$ cat src/rtl/uart_tx_fifo.sv
// rtl/uart_tx_fifo.sv - byte FIFO draining into a UART transmitter via tx_req/tx_busy
//
// Ports:
//   i_clk            system clock, shared with the UART
//   i_reset          asynchronous active-high reset
//   i_wr_data[7:0]   byte to enqueue
//   i_wr_en          enqueue i_wr_data this cycle
//   i_flush          synchronous discard of all queued (not in-flight) bytes
//   o_full           no free entry
//   o_empty          no queued entry
//   o_level          number of queued entries, 0..2^DEPTH_LOG2
//   o_overflow       sticky: a write was dropped while full
//   o_drained        empty, drain FSM idle and UART not busy
//   o_uart_tx_byte   byte presented to the UART
//   o_uart_tx_req    one-cycle transmit request to the UART
//   i_uart_tx_busy   UART is serialising a frame

module uart_tx_fifo #(
    parameter int DEPTH_LOG2 = 4
) (
    input  logic                  i_clk,
    input  logic                  i_reset,
    input  logic [7:0]            i_wr_data,
    input  logic                  i_wr_en,
    input  logic                  i_flush,
    output logic                  o_full,
    output logic                  o_empty,
    output logic [DEPTH_LOG2:0]   o_level,
    output logic                  o_overflow,
    output logic                  o_drained,
    output logic [7:0]            o_uart_tx_byte,
    output logic                  o_uart_tx_req,
    input  logic                  i_uart_tx_busy
);

    localparam int DEPTH = 1 << DEPTH_LOG2;
    localparam logic [DEPTH_LOG2:0] DEPTH_CNT = {1'b1, {DEPTH_LOG2{1'b0}}};

    typedef enum logic [1:0] {
        S_IDLE,
        S_REQ,
        S_WAIT_BUSY,
        S_WAIT_DONE
    } state_t;

    state_t                r_state;
    state_t                w_state_next;

    logic [7:0]            r_mem [DEPTH];
    logic [DEPTH_LOG2-1:0] r_wr_ptr;
    logic [DEPTH_LOG2-1:0] r_rd_ptr;
    logic [DEPTH_LOG2:0]   r_count;
    logic [7:0]            r_tx_byte;
    logic                  r_tx_req;
    logic                  r_overflow;

    logic                  w_full;
    logic                  w_empty;
    logic                  w_push;
    logic                  w_pop;

    assign w_full  = (r_count == DEPTH_CNT);
    assign w_empty = (r_count == '0);

    // Fullness is judged on the registered count, so a write into a full
    // FIFO is dropped even when a pop frees an entry on the same edge.
    assign w_push = i_wr_en && !w_full && !i_flush;

    always_comb begin
        w_state_next = r_state;
        w_pop        = 1'b0;
        case (r_state)
            S_IDLE: begin
                if (!w_empty && !i_uart_tx_busy && !i_flush) begin
                    w_pop        = 1'b1;
                    w_state_next = S_REQ;
                end
            end
            S_REQ: begin
                w_state_next = S_WAIT_BUSY;
            end
            S_WAIT_BUSY: begin
                if (i_uart_tx_busy) begin
                    w_state_next = S_WAIT_DONE;
                end
            end
            S_WAIT_DONE: begin
                if (!i_uart_tx_busy) begin
                    w_state_next = S_IDLE;
                end
            end
            default: begin
                w_state_next = S_IDLE;
            end
        endcase
    end

    always_ff @(posedge i_clk or posedge i_reset) begin
        if (i_reset) begin
            r_state <= S_IDLE;
        end else begin
            r_state <= w_state_next;
        end
    end

    // Storage carries no reset; entries are only observed once written.
    always_ff @(posedge i_clk) begin
        if (w_push) begin
            r_mem[r_wr_ptr] <= i_wr_data;
        end
    end

    always_ff @(posedge i_clk or posedge i_reset) begin
        if (i_reset) begin
            r_wr_ptr   <= '0;
            r_rd_ptr   <= '0;
            r_count    <= '0;
            r_tx_byte  <= 8'h00;
            r_tx_req   <= 1'b0;
            r_overflow <= 1'b0;
        end else begin
            // Request is high only during the REQ state that follows a pop.
            r_tx_req <= w_pop;

            if (w_pop) begin
                r_tx_byte <= r_mem[r_rd_ptr];
            end

            // A flushed write is discarded silently, never counted as overflow.
            if (i_wr_en && w_full && !i_flush) begin
                r_overflow <= 1'b1;
            end

            if (i_flush) begin
                r_wr_ptr <= '0;
                r_rd_ptr <= '0;
                r_count  <= '0;
            end else begin
                if (w_push) begin
                    r_wr_ptr <= r_wr_ptr + 1'b1;
                end
                if (w_pop) begin
                    r_rd_ptr <= r_rd_ptr + 1'b1;
                end
                if (w_push && !w_pop) begin
                    r_count <= r_count + 1'b1;
                end else if (w_pop && !w_push) begin
                    r_count <= r_count - 1'b1;
                end
            end
        end
    end

    assign o_full         = w_full;
    assign o_empty        = w_empty;
    assign o_level        = r_count;
    assign o_overflow     = r_overflow;
    assign o_drained      = w_empty && (r_state == S_IDLE) && !i_uart_tx_busy;
    assign o_uart_tx_byte = r_tx_byte;
    assign o_uart_tx_req  = r_tx_req;

endmodule
$ cat config.mk
export PLATFORM = sky130hd
export DESIGN_NAME = uart_tx_fifo
export DESIGN_NICKNAME = d
export VERILOG_FILES = /design/src/rtl/uart_tx_fifo.sv
export SDC_FILE = /design/constraint.sdc
export NUM_CORES = 1
export LEC_CHECK = 0
export CAP_MARGIN = 15
export CORE_ASPECT_RATIO = 1.25
export CORE_MARGIN = 8
export CORE_UTILIZATION = 60
export CTS_BUF_LIST = sky130_fd_sc_hd__clkbuf_16
export DETAILED_ROUTE_END_ITERATION = 12
export PLACE_DENSITY = 0.85
export SLEW_MARGIN = 40
export SYNTH_ARGS = -nofsm -noshare
export SYNTH_HDL_FRONTEND = slang
export SYNTH_SLANG_ARGS = --single-unit
$ cat constraint.sdc
create_clock -name i_clk -period 4.16 [get_ports i_clk]
set_clock_uncertainty 0.2 [all_clocks]
set_input_delay 1.04 -clock i_clk [delete_from_list [all_inputs] [get_ports i_clk]]
set_output_delay 1.04 -clock i_clk [all_outputs]
set_load 0.03 [all_outputs]
==> flow_metrics.tcl <==
set metrics [dict create \
    setup_viol 0 \
    synth_seq_area_share 0.708 \
    hold_viol 0 \
    area_delta_synth_final_pct 16.3 \
    track_usage 0.188 \
    post_cts_resized 0 \
    vias 3182 \
    leakagePower_nw 2.51 \
    final_cell_count_no_fill 528 \
    antenna_found_initial 0 \
    cts.reportedPaths.clkPinSlew_ps 60 \
    totalWireLength_um 12000 \
    cp-end-kind "primary output" \
    yosys_warnings 0 \
    tightest_slew_ps 719 \
    postSynthCellCount 340 \
    post-cts-setup-buffer-count 0 \
    initial_core_util 0.606 \
    final_common_cell "edfxtp_1" \
    via_per_inst 6.03 \
    gp_congestion 0.834 \
    grt_pass1_wl_um 18900 \
    combPwrFrac 0.190 \
    dr.max_layer_used "met4" \
    grt_max_degree 26 \
    power_density_nw_per_um2 557 \
    synth_top_family_by_area "multiplexers" \
    min_path_type "reg -> reg" \
    avgRoutedWirePerCell_um 22.8 \
    cts_hold_buf 0 \
    peakVddDrop_uv 386 \
    slew_violations 0 \
    min_period_ps 3910 \
    clockBufferDepth 2 \
    fin_crit_sh 0.939 \
    die_height_um 131 \
    critPathLaunchType "input port" \
    cts.sinks 153 \
    cp.arrival_ps 2670 \
    cts_tree "built" \
    ys_ff_latch 153 \
    diodes 0 \
    outcome "finished clean" \
    synthMuxAreaShare 0.146 \
    dp_slack_ps 261 \
    synth-simple-area-share 0.0591 \
    timing.fmax_mhz 256 \
    synth_adder_area_share 0.0290 \
    crit_fanout 4 \
    synth_edf_count 128 \
    power.share.switching 0.274 \
    htree_levels 4 \
    die_w_um 108 \
    synth_xor_area_frac 0.0151 \
    intPower_w 0.00297 \
    synth_compound_area_frac 0.0284 \
    drc 0 \
    slew_headroom 0.520 \
    fin_ws_ps 253 \
    dp.cells 496 \
    clkLatencyLatePin_ps 410 \
    io_pins 31 \
    dpl.hpwl_um 7730 \
    finalSetupTns_ps 0 \
    grt_overflow_total 0 \
    wl_met3_um 725 \
    grt_pass1_vias 3366 \
    avgSynthCellArea_sq_um 18.6 \
    synthDistinctLibCells 41 \
    syn_area_sq_um 6310 \
    cts_buffers 17 \
    async_flop_share 0.163 \
    syn_nets 367 \
    wl_met1_um 4680 \
    ant_nets 0 \
    post-route-util 0.705 \
    fp.dieArea_sq_um 14100 \
    drtIter0Drc 251 \
    io_buffer_count 30 \
    final_cell_mix "edfxtp_1 (128), mux4_2 (32), clkdlybuf4s50_1 (30)" \
    seqPwrFrac 0.457 \
    rows 42 \
    cap_violations 0 \
    pwr-share-clk 0.353 \
    met2_length_um 6370 \
    final_layout_size_suffix_gt1_frac 0.207 \
    ys.flop_type "edfxtp_1" \
    hold_slack_ps 285 \
    drt_first_pass_iters 7 \
    rsz0062_at_grt "false" \
    switching_power_w 0.00112 \
    root_buffer "clkbuf_16" \
    path_class "in -> out" \
    layout.nets 410 \
    required_ps 2920 \
    core-area_sq_um 10400 \
]
## through the flow
stage | total power, W | instance area (sq um)
after global routing | 0.00424 | 7340
final | 0.00409 | 7340
after floorplan | 0.00238 | 6310
after CTS | 0.00412 | 7340
after detailed placement | 0.00268 | 6770
after global placement | 0.00263 | 6770
## power by group through the flow
stage	combinational, W	clock [W]	sequential (W)
3_3_place_gp	0.000741	0	0.00189
6_report	0.000778	0.00144	0.00187
4_1_cts	0.000788	0.00146	0.00187
5_1_grt	0.000837	0.00152	0.00188
3_5_place_dp	0.000784	0	0.00189
2_1_floorplan	0.000398	0	0.00198
## layer usage
layer	vias to the layer above	global-route usage
li1	1417	-
met1	1636	0.217
met2	111	0.320
met3	18	0.0500
met4	0	0.0851
met5	-	0
## final timing paths
kind	slack (ps)	to	cells after the start	start
min in group asynchronous	790	o_level[2]$_DFFE_PP0P_	2	i_reset
worst max register to register	990	o_level[4]$_DFFE_PP0P_	9	o_level[1]$_DFFE_PP0P_
max in group asynchronous	2590	r_rd_ptr[1]$_DFFE_PP0P_	2	i_reset
worst min-delay path	280	o_overflow$_DFFE_PP0P_	1	o_overflow$_DFFE_PP0P_
worst min register to register	280	o_overflow$_DFFE_PP0P_	1	o_overflow$_DFFE_PP0P_
worst max-delay path	250	o_drained	4	i_uart_tx_busy
## worst max-delay path, stage by stage
cell,delay [ps]
clkdlybuf4s50_1,480
nor2b_1,280
and3_1,200
clkdlybuf4s50_1,670
## cell type report
cell class	instances	area, sq um
tap	132	165
multi-input combinational	166	1750
sequential	153	4470
clock buffer	17	425
inverter	8	30.0
timing repair buffer	37	353
fill	626	3070
clock inverter	15	139
## flip-flops by register name (all words and copies together), names as in the netlist
| register | count |
|---|---|
| r_mem | 128 |
| o_level | 5 |
| r_state | 2 |
| o_uart_tx_req | 1 |
| o_overflow | 1 |
| o_uart_tx_byte | 8 |
| r_wr_ptr | 4 |
| r_rd_ptr | 4 |
## kinds of logic after synthesis
kind of cell               after synthesis
AOI/OAI and AO/OA                       21
xor gates and xnor gates                10
adders and majority gates               14
buffers and inverters                   21
DFF                                    153
muxes                                   52
and+or+nand+nor                         69
## cell usage after synthesis, drive strengths merged, types with 2 or more instances
cell type,n,area (sq um)
edfxtp,128,3840
mux4,32,721
dfrtp,25,626
mux2i,19,190
nand2,18,67.6
nor2,18,75.1
and2,16,100
ha,13,163
buf,8,38.8
inv,8,30.0
o221ai,8,70.1
xor2,6,52.6
clkbuf,5,18.8
a21oi,4,20.0
xnor2,4,42.6
and3,3,18.8
o21ai,3,30.0
a21o,2,15.0
nand2b,2,12.5
nand3,2,10.0
nand4,2,12.5
nor4,2,27.5
(Power assumes the default switching activity.)
